==> config.mk <==
export PLATFORM = sky130hd
export DESIGN_NAME = money_collector
export DESIGN_NICKNAME = d
export VERILOG_FILES = /design/src/rtl/money_pkg.sv /design/src/rtl/money_collector_change_select.sv /design/src/rtl/money_collector.sv
export SDC_FILE = /design/constraint.sdc
export NUM_CORES = 1
export LEC_CHECK = 0
export CAP_MARGIN = 20
export CORE_AREA = 2 2 129 131
export CTS_BUF_LIST = sky130_fd_sc_hd__clkbuf_2 sky130_fd_sc_hd__clkbuf_4 sky130_fd_sc_hd__clkbuf_8
export DETAILED_ROUTE_END_ITERATION = 16
export DIE_AREA = 0 0 131 133
export DONT_BUFFER_PORTS = 1
export PLACE_DENSITY_LB_ADDON = 0.1
export SYNTH_ARGS = -nofsm -noshare
export SYNTH_HDL_FRONTEND = slang
export SYNTH_HIERARCHICAL = 1
export SYNTH_SLANG_ARGS = --single-unit
export TNS_END_PERCENT = 1
==> constraint.sdc <==
create_clock -name clock -period 10.1 [get_ports clock]
set_input_delay 3.03 -clock clock [delete_from_list [all_inputs] [get_ports clock]]
set_output_delay 3.03 -clock clock [all_outputs]
set_load 0.1 [all_outputs]
==> src/rtl/money_pkg.sv <==
// Shared definitions for the money collector: state encoding, error codes,
// default denomination table and a small index-width helper.
package money_pkg;

    typedef enum logic [0:0] {
        ST_COLLECT = 1'b0,
        ST_REFUND  = 1'b1
    } state_e;

    localparam logic [3:0] ERR_NONE      = 4'd0;
    localparam logic [3:0] ERR_NOT_ONEHOT = 4'd1;
    localparam logic [3:0] ERR_CNT_OVF   = 4'd2;
    localparam logic [3:0] ERR_TOTAL_OVF = 4'd3;
    localparam logic [3:0] ERR_FUNDS     = 4'd4;
    localparam logic [3:0] ERR_NO_CHANGE = 4'd5;
    localparam logic [3:0] ERR_BUSY      = 4'd6;

    // Index 0 (LSBs) is the smallest coin; values ascend with the index.
    localparam logic [63:0] DEF_DENOM_VAL = {16'd5000, 16'd2000, 16'd1000, 16'd500};

    function automatic int unsigned idx_width(input int unsigned n);
        if (n > 32'd1) begin
            return $clog2(n);
        end else begin
            return 32'd1;
        end
    endfunction

endpackage

==> src/rtl/money_collector_change_select.sv <==
// Combinational change picker: highest denomination index that is both in
// escrow and no larger than the remaining credit.
module change_select
    import money_pkg::*;
#(
    parameter int unsigned NUM_DENOM = 4,
    parameter int unsigned CNT_W     = 8,
    parameter int unsigned TOTAL_W   = 16,
    parameter logic [NUM_DENOM*TOTAL_W-1:0] DENOM_VAL = DEF_DENOM_VAL,
    localparam int unsigned IDX_W    = idx_width(NUM_DENOM)
) (
    input  logic [NUM_DENOM*CNT_W-1:0] counts,
    input  logic [TOTAL_W-1:0]         total,
    output logic [IDX_W-1:0]           idx,
    output logic                       found
);

    // Ascending scan so the last qualifying (highest) index wins.
    always_comb begin
        idx   = {IDX_W{1'b0}};
        found = 1'b0;
        for (int i = 0; i < NUM_DENOM; i++) begin
            if ((counts[i*CNT_W +: CNT_W] != {CNT_W{1'b0}}) &&
                (DENOM_VAL[i*TOTAL_W +: TOTAL_W] <= total)) begin
                idx   = IDX_W'(i);
                found = 1'b1;
            end else begin
                found = found;
            end
        end
    end

endmodule

==> src/rtl/money_collector.sv <==
// Coin escrow with credit total, vend handshake and greedy change refund.
// All outputs are registered; the refund item is chosen from next-state values.
module money_collector
    import money_pkg::*;
#(
    parameter int unsigned NUM_DENOM = 4,
    parameter int unsigned CNT_W     = 8,
    parameter int unsigned TOTAL_W   = 16,
    parameter logic [NUM_DENOM*TOTAL_W-1:0] DENOM_VAL = DEF_DENOM_VAL
) (
    input  logic                       clock,
    input  logic                       reset,
    input  logic                       money_valid,
    input  logic [NUM_DENOM-1:0]       money_type,
    input  logic                       vend_req,
    input  logic [TOTAL_W-1:0]         vend_price,
    output logic                       vend_ack,
    output logic                       vend_nack,
    input  logic                       refund_req,
    output logic                       refund_valid,
    input  logic                       refund_ready,
    output logic [NUM_DENOM-1:0]       refund_type,
    output logic                       busy,
    output logic [3:0]                 error,
    output logic [TOTAL_W-1:0]         total,
    output logic [NUM_DENOM*CNT_W-1:0] counts
);

    localparam int unsigned IDX_W = idx_width(NUM_DENOM);

    function automatic logic is_onehot(input logic [NUM_DENOM-1:0] v);
        return (v != {NUM_DENOM{1'b0}}) &&
               ((v & (v - NUM_DENOM'(1'b1))) == {NUM_DENOM{1'b0}});
    endfunction

    function automatic logic [IDX_W-1:0] onehot_to_idx(input logic [NUM_DENOM-1:0] v);
        logic [IDX_W-1:0] r;
        r = {IDX_W{1'b0}};
        for (int i = 0; i < NUM_DENOM; i++) begin
            if (v[i]) begin
                r = IDX_W'(i);
            end else begin
                r = r;
            end
        end
        return r;
    endfunction

    state_e                     state_r, state_pre_s, state_nxt_s;
    logic [TOTAL_W-1:0]         total_r, total_nxt_s;
    logic [NUM_DENOM*CNT_W-1:0] counts_r, counts_nxt_s;
    logic [3:0]                 error_r, error_pre_s, error_nxt_s;
    logic                       vend_ack_r, vend_ack_nxt_s;
    logic                       vend_nack_r, vend_nack_nxt_s;
    logic                       refund_valid_r, refund_valid_nxt_s;
    logic [NUM_DENOM-1:0]       refund_type_r, refund_type_nxt_s;
    logic                       busy_r, busy_nxt_s;

    logic [IDX_W-1:0]   ins_idx_s, cur_idx_s, sel_idx_s;
    logic [TOTAL_W-1:0] ins_val_s, cur_val_s;
    logic [CNT_W-1:0]   ins_cnt_s, cur_cnt_s;
    logic [TOTAL_W:0]   ins_sum_s;
    logic               sel_found_s;

    assign ins_idx_s = onehot_to_idx(money_type);
    assign ins_val_s = DENOM_VAL[int'(ins_idx_s)*TOTAL_W +: TOTAL_W];
    assign ins_cnt_s = counts_r[int'(ins_idx_s)*CNT_W +: CNT_W];
    assign ins_sum_s = {1'b0, total_r} + {1'b0, ins_val_s};
    assign cur_idx_s = onehot_to_idx(refund_type_r);
    assign cur_val_s = DENOM_VAL[int'(cur_idx_s)*TOTAL_W +: TOTAL_W];
    assign cur_cnt_s = counts_r[int'(cur_idx_s)*CNT_W +: CNT_W];

    // Insertion / vend / refund-step datapath; state_pre_s is the state before change selection.
    always_comb begin
        logic [3:0] ins_code;
        logic       ins_ok;
        logic       vend_ok;
        logic       refund_go;
        total_nxt_s     = total_r;
        counts_nxt_s    = counts_r;
        error_pre_s     = error_r;
        vend_ack_nxt_s  = 1'b0;
        vend_nack_nxt_s = 1'b0;
        state_pre_s     = ST_COLLECT;
        ins_code        = ERR_NONE;
        ins_ok          = 1'b0;
        vend_ok         = 1'b0;
        refund_go       = 1'b0;
        case (state_r)
            ST_COLLECT: begin
                refund_go = refund_req && (total_r != {TOTAL_W{1'b0}});
                if (!money_valid) begin
                    ins_code = ERR_NONE;
                end else if (!is_onehot(money_type)) begin
                    ins_code = ERR_NOT_ONEHOT;
                end else if (&ins_cnt_s) begin
                    ins_code = ERR_CNT_OVF;
                end else if (ins_sum_s[TOTAL_W]) begin
                    ins_code = ERR_TOTAL_OVF;
                end else begin
                    ins_ok = 1'b1;
                end
                // Vend is judged on the pre-insertion credit.
                vend_ok         = vend_req && !refund_go && (total_r >= vend_price);
                vend_ack_nxt_s  = vend_ok;
                vend_nack_nxt_s = vend_req && !vend_ok;
                total_nxt_s     = total_r + (ins_ok ? ins_val_s : {TOTAL_W{1'b0}})
                                          - (vend_ok ? vend_price : {TOTAL_W{1'b0}});
                if (ins_ok) begin
                    counts_nxt_s[int'(ins_idx_s)*CNT_W +: CNT_W] = ins_cnt_s + CNT_W'(1'b1);
                end else begin
                    counts_nxt_s = counts_r;
                end
                if (ins_code != ERR_NONE) begin
                    error_pre_s = ins_code;
                end else if (vend_req && !refund_go && !vend_ok) begin
                    error_pre_s = ERR_FUNDS;
                end else if (ins_ok) begin
                    error_pre_s = ERR_NONE;
                end else begin
                    error_pre_s = error_r;
                end
                state_pre_s = refund_go ? ST_REFUND : ST_COLLECT;
            end
            ST_REFUND: begin
                vend_nack_nxt_s = vend_req;
                if (money_valid) begin
                    error_pre_s = ERR_BUSY;
                end else begin
                    error_pre_s = error_r;
                end
                if (refund_valid_r && refund_ready) begin
                    counts_nxt_s[int'(cur_idx_s)*CNT_W +: CNT_W] = cur_cnt_s - CNT_W'(1'b1);
                    total_nxt_s = total_r - cur_val_s;
                end else begin
                    total_nxt_s = total_r;
                end
                state_pre_s = ST_REFUND;
            end
            default: begin
                state_pre_s = ST_COLLECT;
            end
        endcase
    end

    change_select #(
        .NUM_DENOM (NUM_DENOM),
        .CNT_W     (CNT_W),
        .TOTAL_W   (TOTAL_W),
        .DENOM_VAL (DENOM_VAL)
    ) u_change_select (
        .counts (counts_nxt_s),
        .total  (total_nxt_s),
        .idx    (sel_idx_s),
        .found  (sel_found_s)
    );

    // Refund item selection on next-state values so accepted items stream back-to-back.
    always_comb begin
        state_nxt_s        = ST_COLLECT;
        error_nxt_s        = error_pre_s;
        refund_valid_nxt_s = 1'b0;
        refund_type_nxt_s  = {NUM_DENOM{1'b0}};
        busy_nxt_s         = 1'b0;
        if (state_pre_s != ST_REFUND) begin
            state_nxt_s = ST_COLLECT;
        end else if (total_nxt_s == {TOTAL_W{1'b0}}) begin
            state_nxt_s = ST_COLLECT;
        end else if (sel_found_s) begin
            state_nxt_s        = ST_REFUND;
            refund_valid_nxt_s = 1'b1;
            refund_type_nxt_s  = NUM_DENOM'(1'b1) << sel_idx_s;
            busy_nxt_s         = 1'b1;
        end else begin
            state_nxt_s = ST_COLLECT;
            error_nxt_s = ERR_NO_CHANGE;
        end
    end

    // State and output registers with synchronous reset.
    always_ff @(posedge clock) begin
        if (reset) begin
            state_r        <= ST_COLLECT;
            total_r        <= {TOTAL_W{1'b0}};
            counts_r       <= {(NUM_DENOM*CNT_W){1'b0}};
            error_r        <= ERR_NONE;
            vend_ack_r     <= 1'b0;
            vend_nack_r    <= 1'b0;
            refund_valid_r <= 1'b0;
            refund_type_r  <= {NUM_DENOM{1'b0}};
            busy_r         <= 1'b0;
        end else begin
            state_r        <= state_nxt_s;
            total_r        <= total_nxt_s;
            counts_r       <= counts_nxt_s;
            error_r        <= error_nxt_s;
            vend_ack_r     <= vend_ack_nxt_s;
            vend_nack_r    <= vend_nack_nxt_s;
            refund_valid_r <= refund_valid_nxt_s;
            refund_type_r  <= refund_type_nxt_s;
            busy_r         <= busy_nxt_s;
        end
    end

    assign vend_ack     = vend_ack_r;
    assign vend_nack    = vend_nack_r;
    assign refund_valid = refund_valid_r;
    assign refund_type  = refund_type_r;
    assign busy         = busy_r;
    assign error        = error_r;
    assign total        = total_r;
    assign counts       = counts_r;

endmodule

* Yosys cells after proc, flatten, opt, wreduce, memory -nomap -nowiden
Cells that the tools add are included.
Word-level totals: bits in registers 59, bits in latches 0, RAM bits 0, ROM bits 0, input bits 26, output and inout port bits 60, logic and storage cells 104, memories 0
Cells by class: $add $sub $neg 9, multiply operators 0, div/mod/pow operators 0, order comparisons 5, equality and inequality tests 0, shifts and indexed selects 9, muxes and demuxes 44, bitwise operators 4, reduce and logical (&&, ||, !) cells 26
Operators by type and width (count):
- variable part select 64 x 7 -> 16 bit, first input constant | 2
- negation 5 -> 34 bit | 2
- variable shift 8 x 34 -> 32 bit, first input constant | 2
- variable part select 8 x 34 -> 32 bit | 2
- bitwise mux 32 bit | 2
- two-way mux 32 bit | 2
- one-hot mux 32 bit (2 select lines) | 1
- variable part select 32 x 6 -> 8 bit | 2
- two-way mux 16 bit | 3
- two-way mux 4 bit | 8
- one-hot mux 16 bit (2 select lines) | 1
- nonzero test 8 bit | 4
- subtractor 16 bit | 2
- two-way mux 2 bit | 10
- adder 16 x 16 -> 17 bit | 1
- adder 16 bit | 1
- >= comparator 16 bit | 1
- <= comparator 10 x 16 -> 1 bit, first input constant | 1
- <= comparator 11 x 16 -> 1 bit, first input constant | 1
- <= comparator 13 x 16 -> 1 bit, first input constant | 1
- <= comparator 9 x 16 -> 1 bit, first input constant | 1
- logical NOT 16 bit | 1
- nonzero test 16 bit | 1
- two-way mux 1 bit | 14
- other kinds (16) | 31

* Depth between registers and ports, before layout
Gate-level depths: netlist (run 1).
word-level depth 23, gate-level depth with buffers 32, gate-level depth less buffers 29

* Modules after synthesis
The synthesis (run 1) kept the hierarchy.
Modules (own cells, without submodules):
- money_collector | times used 1, cells each 916, area an instance 6837.8 µm²
- change_select | times used 1, cells each 35, area an instance 220.2 µm²

* Worst setup path after synthesis (run 1)
No wires, ideal clock.
path type in2reg, start input port money_type[2], end register error_r[0], in the netlist error[0], arrival 8.904 ns, data required time 9.973 ns, path slack 1.069 ns, cell stages on the path 28, cell sequence buf_2 > and2b_1 > nor2_1 > inv_1 > ha_1 > ha_1 > nand3_1 > or4_1 > o21a_1 > and3_1 > buf_4 > nand2_2 > buf_4 > fa_1 > inv_1 > ha_1 > nor2_1 > a211o_1 > a211oi_1 > mux2_2 > a211oi_1 > nor3_2 > nand2b_1 > o31ai_1 > nand4_1 > nor3_1 > and2_1 > or3_1
On the way: cells in the longest elaborated chain, start to end 22, elaborated cells between the ends (all ways) 57, those cells by class add/sub (6); order compare (4); shift (4); mux (28); bitwise (1); reduce/logical (14)
Ends and longest elaborated chain:
- start: declaration | line money_collector.sv:14 | input logic [NUM_DENOM-1:0] money_type,
- two-way mux 2 bit (2 in series) | line money_collector.sv:40 | if (v[i]) begin
- variable part select 64 x 7 -> 16 bit | line money_collector.sv:66 | assign ins_val_s = DENOM_VAL[int'(ins_idx_s)*TOTAL_W +: TOTAL_W];
- adder 16 x 16 -> 17 bit | line money_collector.sv:68 | assign ins_sum_s = {1'b0, total_r} + {1'b0, ins_val_s};
- two-way mux 1 bit | line money_collector.sv:98 | end else if (ins_sum_s[TOTAL_W]) begin
- two-way mux 1 bit | line money_collector.sv:96 | end else if (&ins_cnt_s) begin
- two-way mux 1 bit | line money_collector.sv:94 | end else if (!is_onehot(money_type)) begin
- two-way mux 1 bit | line money_collector.sv:92 | if (!money_valid) begin
- two-way mux 1 bit | line money_collector.sv:89 | case (state_r)
- (+4 left out)
- via total_nxt_s[14] | line money_collector.sv:50 | logic [TOTAL_W-1:0] total_r, total_nxt_s;
- <= comparator 9 x 16 -> 1 bit | line money_collector_change_select.sv:24 | (DENOM_VAL[i*TOTAL_W +: TOTAL_W] <= total)) begin
- logical AND 1 bit | line money_collector_change_select.sv:23 | if ((counts[i*CNT_W +: CNT_W] != {CNT_W{1'b0}}) &&
- two-way mux 1 bit (3 in series) | line money_collector_change_select.sv:23
- two-way mux 1 bit (*) | line money_collector_change_select.sv:23
- via sel_found_s | line money_collector.sv:63 | logic sel_found_s;
- two-way mux 4 bit (*) | line money_collector.sv:169 | end else if (sel_found_s) begin
- two-way mux 4 bit (*) | line money_collector.sv:167 | end else if (total_nxt_s == {TOTAL_W{1'b0}}) begin
- two-way mux 4 bit (*) | line money_collector.sv:165 | if (state_pre_s != ST_REFUND) begin
- end signal: assignment | line money_collector.sv:196 | error_r <= error_nxt_s;
- end: declaration | line money_collector.sv:52 | logic [3:0] error_r, error_pre_s, error_nxt_s;
The timed path passes the listed nets; every way through them passes the cells marked *. The select of a mux whose other input is x is not followed. A chain may end at the register's enable or synchronous reset.

* Worst setup path after layout (run 1)
start input port money_type[2], end register error_r[2], in the netlist error[2]
The elaborated chain is that of the path after synthesis.

==> results of run 1 <==
-- power groups by stage --
| stage | clock (mW) | combinational, mW | sequential, mW |
|---|---|---|---|
| 2_1_floorplan | 0 | 1.22 | 0.656 |
| 3_3_place_gp | 0 | 1.98 | 0.401 |
| 3_5_place_dp | 0 | 1.97 | 0.401 |
| 4_1_cts | 0.254 | 1.98 | 0.396 |
| 5_1_grt | 0.261 | 2.19 | 0.403 |
| 6_report | 0.249 | 2.03 | 0.397 |
-- critical path: stages --
cell	delay (ns)
and2b_1	0.19
nor2_1	0.32
inv_1	0.11
ha_1	0.27
ha_1	0.31
nand3_1	0.09
or4_1	0.53
o21a_1	0.23
and3_1	0.35
nand2_2	0.38
fa_1	0.48
inv_1	0.07
ha_1	0.23
a21o_1	0.14
nand2_1	0.06
a31oi_1	0.33
nor3_1	0.11
o21ai_0	0.23
xnor3_1	0.48
a21oi_1	0.39
nor3_2	0.10
nand2b_1	0.12
o31ai_1	0.10
nand4_1	0.19
nor3_1	0.08
and2_1	0.14
or3_1	0.35
-- cell usage in the layout, fill, tap and decap left out, types with 15 or more instances in the layout --
cell	instances
nand2_1	81
o21ai_0	72
inv_1	64
nor2_1	60
ha_1	60
dfxtp_1	58
nor3_1	56
buf_4	42
a21oi_1	38
nor2b_1	37
a211oi_1	32
mux2i_1	20
nand2b_1	19
a31oi_1	18
nor4_1	18
nand3_1	17
xnor2_1	17
and2_1	16
a21boi_0	16
or3_1	15
-- area by class of cell --
| class | count | area, um2 |
|---|---|---|
| clock buffers | 10 | 138 |
| repair buffers | 45 | 337 |
| inverters | 67 | 251 |
| fillers | 1660 | 8520 |
| clock inverters | 6 | 72.6 |
| flip-flops and latches | 59 | 1180 |
| well taps | 220 | 275 |
| multi-input cells | 775 | 5400 |
-- stage by stage --
step                      instance area (um2)  std cells  total power [mW]  util (%)
after CTS                                7640       1180              2.63      47.2
final                                    7650       1182              2.67      47.3
after global routing                     7650       1182              2.86      47.3
after floorplan                          7060        951              1.87         -
after global placement                   7420       1163              2.38      45.9
after detailed placement                 7430       1164              2.37      45.9
-- Yosys cell counts (all sizes together), types with 18 or more instances --
library cell and instances:
a211oi 36, a21oi 39, a31oi 18, buf 22, clkbuf 28, dfxtp 59, ha 60, inv 66
mux2i 21, nand2 84, nand2b 19, nor2 61, nor2b 37, nor3 57, nor4 19, o21ai 79
-- how the worst max path moves through the flow --
stage / startpoint / to / slack [ns] / cells after the start
after CTS: money_type[2] / refund_type[1]$_SDFF_PP0_ / 0.99 / 27
after global routing: money_type[2] / refund_type[3]$_SDFF_PP0_ / 0.32 / 27
after floorplan: money_type[2] / error[0]$_SDFF_PP0_ / 1.07 / 28
final: money_type[2] / error[2]$_SDFF_PP0_ / 0.93 / 27
after global placement: money_type[2] / refund_type[3]$_SDFF_PP0_ / 0.70 / 27
after detailed placement: money_type[2] / refund_type[1]$_SDFF_PP0_ / 0.62 / 27
-- flip-flops by register name, summed over array words and instances, names as in the netlist --
name / count
vend_ack: 1
busy: 1
error: 4
counts: 32
total: 16
vend_nack: 1
refund_type: 4
-- cells by family (layout without fill, tap and decap cells) --
group	after synthesis	after routing	synth area share, %
AND/OR/NAND/NOR	369	369	27.5
buffers and inverters	117	128	6.83
multiplexers	34	34	5.16
adder cells (fa/ha/maj)	71	71	13.8
flip-flops	59	59	16.7
AO/OA/AOI/OAI	275	275	26.6
XOR/XNOR	26	26	3.42
-- per-layer routing --
metal | vias to the layer above | track usage (%) | wire (um)
li1 | 3498 | - | -
met1 | 3474 | 45.0 | 11900
met2 | 343 | 42.1 | 10700
met3 | 30 | 7.08 | 2460
met4 | 0 | 7.45 | 437
met5 | - | 0 | 0
==> metrics.yaml, run 1 <==
clk_latency_ns: 0.38
holdWs_ns: 0.803
final_period_minus_worst_setup_slack_ns: 9.17
syn_area_mm2: 0.00706
critPathArrivalTime_ns: 9.42
maxClockFrequency_mhz: 109
slew_viol_final: 0
post-synth-top-area-fraction_pct: 16.7
drtIter0Drc: 970
hold_viol_final: 0
reg2reg_depth: 23
diodes: 0
dieWidth_um: 131
tightest_slew_ns: 1.18
setup_tns_ns: 0
start_util_pct: 43.6
peakVddDrop_mv: 0.196
dr.pass1.iters: 5
cts.clk_slew.worst_paths_ns: 0.07
place_congestion: 0.935
min_from: "busy$_SDFF_PP0_"
holdPathEnd: "vend_ack$_SDFF_PP0_"
grt_max_degree: 57
async_flop_share_pct: 0
cts_resized: 0
syn_avg_cell_area_um2: 7.42
synthCells: 951
die_h_um: 133
seq_area_frac_synth_pct: 16.7
clock_path_buffers: 2
nets: 1054
drtAntennaViolNets: 0
synth_top_area_cell: "dfxtp_1"
layout-drive-gt1-share_pct: 9.77
critPathRequiredTime_ns: 10.35
share_comb_of_total_power_pct: 75.8
antenna_found_initial: 0
cts_buffers: 9
vias: 7345
grt_use_total_pct: 29.8
slew_headroom_pct: 21.3
p_per_area_mw_per_mm2: 349
root_buffer: "clkbuf_8"
cp-end-kind: "register"
postCtsHoldBufs: 0
leakage_nw: 3.12
setup_viol: 0
crit_type: "input port to register"
p_sw_share_pct: 60.1
cts.htree.levels: 3
p_seq_share_pct: 14.9
grt_pass1_vias: 6800
cp_max_fo: 20
synth-edff-count: 0
cts_setup_buffers: 0
cts_sinks: 59
placement_rows: 47
grt_pass1_wl_um: 39700
hpwl_um: 19600
cts_tree: "yes"
syn_nets: 1048
r2r-end: "error[2]$_SDFF_PP0_"
r2r_start: "counts[8]$_SDFF_PP0_"
wl_per_cell_um: 21.6
ys_types: 83
intPower_mw: 1.07
dieArea_mm2: 0.0174
reg2reg_slack_ns: 3.07
dpl_worst_slack_ns: 0.617
design.core.area_mm2: 0.0162
io_pins: 86
drc_errors: 0
switchingPower_mw: 1.61
wl_um: 25500
synthFlopType: "dfxtp_1"
clockPowerShare_pct: 9.3
rsz0062_at_grt: "false"
ys_seq_elements: 59
start_kind: "input port"
portBuffers: 0
whs_path_depth: 1
hold_class: "register to register"
viasPerCell: 6.21
yosysWarnings: 6
drv_cap: 0
overflow: 0
synth_area_leaders: "dfxtp_1 (17%), ha_1 (11%), o21ai_0 (5.1%)"
fin_skew_ns: 0.0218
setup_ws_ns: 0.931
status: "finished clean"
syn_to_final_growth_pct: 8.44
timing.final.crit_share_pct: 90.8
Power figures use the tool's default switching activity.
==> inputs of run 2 (changes only) <==
--- a/config.mk
+++ b/config.mk
@@ -6,10 +6,10 @@
 export NUM_CORES = 1
 export LEC_CHECK = 0
 export CAP_MARGIN = 20
-export CORE_AREA = 2 2 129 131
+export CORE_AREA = 2 2 109 154
 export CTS_BUF_LIST = sky130_fd_sc_hd__clkbuf_2 sky130_fd_sc_hd__clkbuf_4 sky130_fd_sc_hd__clkbuf_8
 export DETAILED_ROUTE_END_ITERATION = 16
-export DIE_AREA = 0 0 131 133
+export DIE_AREA = 0 0 111 156
 export DONT_BUFFER_PORTS = 1
 export PLACE_DENSITY_LB_ADDON = 0.1
 export SYNTH_ARGS = -nofsm -noshare
==> metrics.yaml, run 2 (synthesized netlist as in run 1, its figures left out) <==
status: "finished clean"
grt_pass1_wl_um: 40900  # +2.9%
setup_viol: 0  # unchanged
cts_sinks: 59  # unchanged
cpMaxStageDelayCell: "or4_1"
final_period_minus_worst_setup_slack_ns: 9.20  # +0.0287 ns
cp_max_fo: 20  # unchanged
cts.clk_slew.worst_paths_ns: 0.09  # +0.02 ns
viasPerCell: 6.26  # +0.79%
largest_reg_flops: 32  # unchanged
postCtsHoldBufs: 0  # unchanged
hold_class: "register to register"
wl_um: 26400  # +3.6%
antenna_found_initial: 2  # +2
slew_headroom_pct: 23.8  # +2.4 points
cts.htree.levels: 3  # unchanged
slew_viol_final: 0  # unchanged
hold_viol_final: 0  # unchanged
placement_rows: 55  # +17%
cts_buffers: 9  # unchanged
place_inst: 1150  # -1.2%
timing.final.crit_share_pct: 91.1  # +0.28 points
crit_type: "input port to register"
place_congestion: 0.951  # +1.6%
critPathTopFamily: "simple AND/OR/NAND/NOR gates"
die_h_um: 156  # +17%
dr.pass1.iters: 6  # +1
clk_latency_ns: 0.36  # -0.02 ns
fin_skew_ns: 0.0220  # +0.000138 ns
whs_path_depth: 3  # +2
portBuffers: 0  # unchanged
drtIter0Drc: 620  # -36%
reg2reg_depth: 27  # +17%
cpPeakStageDelay_ns: 0.52  # about the same
final_cells: 1168  # -1.2%
setup_tns_ns: 0  # unchanged
start_util_pct: 44.4  # +0.76 points
tightest_slew_ns: 1.14  # -0.0363 ns
cp-end-kind: "register"
root_buffer: "clkbuf_8"
r2r_start: "total[0]$_SDFF_PP0_"
critPathLaunch: "money_type[2]"
finalPower_mw: 2.65  # -0.81%
cts_setup_buffers: 0  # unchanged
leakage_nw: 3.16  # +1.2%
critPathArrivalTime_ns: 9.45  # +0.03 ns
drtAntennaViolNets: 0  # unchanged
overflow: 0  # unchanged
cp_common_cell: "ha_1"
drc_errors: 0  # unchanged
rsz0062_at_grt: "false"
clock_path_buffers: 2  # unchanged
dieArea_mm2: 0.0173  # -0.61%
min_from: "counts[1]$_SDFF_PP0_"
p_per_area_mw_per_mm2: 346  # -1.1%
dieWidth_um: 111  # -15%
final_cell_mix: "nand2_1 (81), o21ai_0 (72), inv_1 (64)"
grt_pass1_vias: 7158  # +5.3%
io_pins: 86  # unchanged
design.core.area_mm2: 0.0159  # -1.7%
syn_to_final_growth_pct: 8.76
maxClockFrequency_mhz: 109  # -0.31%
cts_resized: 0  # unchanged
grt_use_total_pct: 30.3  # +0.49 points
peakVddDrop_mv: 0.165  # -16%
hpwl_um: 20400  # +4.5%
start_kind: "input port"
cts_tree: "yes"
worstPathBufferInverterCount: 3  # +1
wl_per_cell_um: 22.6  # +4.9%
final_common_cell: "nand2_1"
drv_cap: 0  # unchanged
nets: 1060  # +0.57%
grt_max_degree: 57  # unchanged
layout-drive-gt1-share_pct: 10.3  # +0.56 points
worst-path-stages: 28  # +3.7%
vias: 7315  # -0.41%
critPathRequiredTime_ns: 10.36  # about the same
run 2: changes by cell type in the layout (fill, tap and decap cells not counted), sizes merged:
cell,before,now
buf,44,51
clkbuf,11,12
clkinv,4,3
diode,0,1
inv,67,66
run 2: where the power goes:
part,switching (mW),internal (mW)
sequential,0.0704,0.279
clock,0.114,0.134
combinational,1.39,0.662
total,1.58,1.07
run 2: worst paths after layout:
kind	end	slack, ns
setup / recovery	refund_type[3]$_SDFF_PP0_	0.90
hold / removal	counts[1]$_SDFF_PP0_	0.90
setup reg to reg	refund_type[3]$_SDFF_PP0_	2.74
hold reg to reg	counts[1]$_SDFF_PP0_	0.90
run 2: through the flow:
stage	util (%)	hold WS (ns)	setup WS, ns	cell area [um2]
floorplan	-	0.863	1.07	7060
global placement	46.9	0.902	0.785	7460
detailed placement	46.9	0.906	0.652	7460
CTS	48.2	0.914	0.960	7670
global route	48.3	0.949	0.372	7670
finish	48.3	0.904	0.903	7680
run 2: metal layers:
| metal | share of wire, % | GRT usage (%) | up-vias |
|---|---|---|---|
| met5 | 0.053 | 0 | - |
| met2 | 50 | 55.1 | 297 |
| li1 | - | - | 3515 |
| met3 | 5.8 | 5.59 | 95 |
| met4 | 7.8 | 21.5 | 2 |
| met1 | 36 | 31.1 | 3406 |
run 2: layout make-up:
class / instances / area, um2
clock inverter: 4 / 47.5
sequential: 59 / 1180
timing repair buffer: 51 / 380
fill: 1683 / 8220
clock buffer: 12 / 165
antenna: 1 / 2.50
multi-input combinational: 775 / 5400
tap: 199 / 249
inverter: 67 / 251
run 2: worst reg2reg max path, delay by kind of cell, from the launching register on:
family                   cells  cell delay, ns
AO/OA/AOI/OAI               10            2.40
XOR/XNOR                     1            0.44
adder cells (fa/ha/maj)      3            1.20
buffers and inverters        4            0.39
flip-flops                   1            1.03
AND/OR/NAND/NOR              9            1.78
==> inputs of run 3 (changes only) <==
--- a/config.mk
+++ b/config.mk
@@ -6,12 +6,13 @@
 export NUM_CORES = 1
 export LEC_CHECK = 0
 export CAP_MARGIN = 20
-export CORE_AREA = 2 2 109 154
+export CORE_AREA = 2 2 94 132
 export CTS_BUF_LIST = sky130_fd_sc_hd__clkbuf_2 sky130_fd_sc_hd__clkbuf_4 sky130_fd_sc_hd__clkbuf_8
 export DETAILED_ROUTE_END_ITERATION = 16
-export DIE_AREA = 0 0 111 156
+export DIE_AREA = 0 0 96 134
 export DONT_BUFFER_PORTS = 1
 export PLACE_DENSITY_LB_ADDON = 0.1
+export RECOVER_POWER = 100
 export SYNTH_ARGS = -nofsm -noshare
 export SYNTH_HDL_FRONTEND = slang
 export SYNTH_HIERARCHICAL = 1
==> metrics.yaml, run 3 (synthesized netlist as in run 1, its figures left out) <==
hold_viol_final: 0  # unchanged
grt_use_total_pct: 42.2  # +12 points
tightest_slew_ns: 2.53  # +1.39 ns
cts_resized: 0  # unchanged
maxClockFrequency_mhz: 106  # -2.5%
share_comb_of_total_power_pct: 76.4  # -1.1 points
start_util_pct: 60.3  # +16 points
cts.htree.levels: 3  # unchanged
postCtsHoldBufs: 0  # unchanged
antenna_found_initial: 1  # -1
cp_max_fo: 20  # unchanged
grt_pass1_vias: 7596  # +6.1%
intPower_mw: 1.03  # -4.5%
vias: 7722  # +5.6%
p_seq_share_pct: 14.8  # +1.6 points
p_per_area_mw_per_mm2: 355  # +2.7%
cts_buffers: 9  # unchanged
dr.pass1.iters: 5  # -1
p_sw_share_pct: 60.8  # +1.3 points
drtIter0Drc: 589  # -5.0%
final_cells: 1109  # -5.1%
leakage_nw: 2.94  # -6.8%
io_pins: 86  # unchanged
peakVddDrop_mv: 0.180  # +9.4%
dieArea_mm2: 0.0129  # -26%
crit_type: "input port to register"
timing.final.crit_share_pct: 93.4  # +2.4 points
place_congestion: 1.01  # +6.4%
clockPowerShare_pct: 8.8  # -0.5 points
dieWidth_um: 96  # -14%
switchingPower_mw: 1.59  # +0.66%
drc_errors: 0  # unchanged
holdWs_ns: 0.897  # -0.00685 ns
grt_max_degree: 57  # unchanged
portBuffers: 0  # unchanged
cts_sinks: 59  # unchanged
nets: 1054  # -0.57%
cp-end-kind: "register"
setup_tns_ns: 0  # unchanged
clk_latency_ns: 0.37  # about the same
place_inst: 1093  # -5.0%
violations: "capacitance limit, slew limit"
drtAntennaViolNets: 0  # unchanged
fin_skew_ns: 0.0133  # -0.00864 ns
syn_to_final_growth_pct: 4.40
die_h_um: 134  # -14%
critPathArrivalTime_ns: 9.71  # +0.26 ns
place_area_mm2: 0.00735  # -1.4%
critPathRequiredTime_ns: 10.37  # about the same
drv_cap: 21  # +21
wl_um: 26000  # -1.5%
largest_reg_flops: 32  # unchanged
layout-drive-gt1-share_pct: 4.79  # -5.5 points
cts.clk_slew.worst_paths_ns: 0.07  # -0.02 ns
root_buffer: "clkbuf_8"
stdcell_area_mm2: 0.00737  # -4.0%
wl_per_cell_um: 23.5  # +3.8%
viasPerCell: 6.96  # +11%
slew_headroom_pct: -69.0  # -93 points
cts_tree: "yes"
overflow: 0  # unchanged
cts_setup_buffers: 0  # unchanged
setup_viol: 0  # unchanged
slew_viol_final: 223  # +223
hold_class: "register to register"
design.core.area_mm2: 0.0117  # -26%
final_common_cell: "nand2_1"
status: "finished with violations"
placement_rows: 47  # -15%
rsz0062_at_grt: "false"
final_period_minus_worst_setup_slack_ns: 9.44  # +0.240 ns
start_kind: "input port"
hpwl_um: 19900  # -2.7%
grt_pass1_wl_um: 41300  # +1.0%
clock_path_buffers: 2  # unchanged
final_cell_mix: "nand2_1 (82), o21ai_0 (74), inv_1 (64)"
run 3: cell count changes in the layout (fill, tap and decap cells not counted), moves of 2 or more:
| cell | before | now |
|---|---|---|
| buf_4 | 50 | 4 |
| clkbuf_1 | 0 | 41 |
| clkbuf_8 | 12 | 10 |
| o21ai_0 | 72 | 74 |
| o21ai_1 | 7 | 5 |
run 3: worst paths after layout:
| check | depth (start not counted) | slack, ns | end | from |
|---|---|---|---|---|
| setup / recovery | 27 | 0.66 | refund_type[3]$_SDFF_PP0_ | money_type[2] |
| hold / removal | 2 | 0.90 | error[3]$_SDFF_PP0_ | error[3]$_SDFF_PP0_ |
| setup reg to reg | 27 | 1.85 | refund_type[3]$_SDFF_PP0_ | total[2]$_SDFF_PP0_ |
| hold reg to reg | 2 | 0.90 | error[3]$_SDFF_PP0_ | error[3]$_SDFF_PP0_ |
run 3: power groups by stage:
stage | combinational, mW | sequential [mW] | clock, mW
after global routing | 2.14 | 0.392 | 0.243
after CTS | 1.98 | 0.386 | 0.230
after detailed placement | 1.96 | 0.391 | 0
final | 2.00 | 0.387 | 0.230
after global placement | 1.93 | 0.390 | 0
after floorplan | 1.22 | 0.656 | 0
run 3: layer usage:
metal	track usage [%]	vias to the layer above	part of all wire [%]
li1	-	3503	-
met1	45.0	3590	34
met2	68.1	479	48
met3	12.1	150	8.2
met4	32.9	0	9.2
met5	0	-	0
run 3: stage by stage:
stage          worst slack [ns]  util, %  power (mW)
2_1_floorplan              1.07        -        1.87
3_3_place_gp              0.814     62.8        2.32
3_5_place_dp              0.629     62.8        2.36
4_1_cts                   0.961     64.5        2.59
5_1_grt                   0.280     63.0        2.77
6_report                  0.662     63.0        2.61
run 3: worst max-delay path, cell delays in order:
cell	delay, ns
and2b_1	0.19
nor2_1	0.30
inv_1	0.11
ha_1	0.26
ha_1	0.30
nand3_1	0.09
or4_1	0.58
o21a_1	0.23
and3_1	0.37
nand2_1	0.34
fa_1	0.47
inv_1	0.08
ha_1	0.32
nand4b_1	0.17
a31oi_1	0.14
nor3_1	0.39
o21ai_0	0.17
xnor3_1	0.46
a21oi_1	0.16
nor4_4	0.38
nand2_2	0.10
o21ai_0	0.26
nand4_1	0.18
nor3b_1	0.17
o21ai_0	0.20
inv_2	0.06
and3_1	0.18
run 3: layout make-up:
cell class	count	area (um2)
Sequential cell	59	1180
Tap cell	147	184
Antenna cell	1	2.50
Clock inverter	4	51.3
Fill cell	1145	4330
Inverter	67	251
Multi-Input combinational cell	775	5370
Timing Repair Buffer	45	184
Clock buffer	11	145
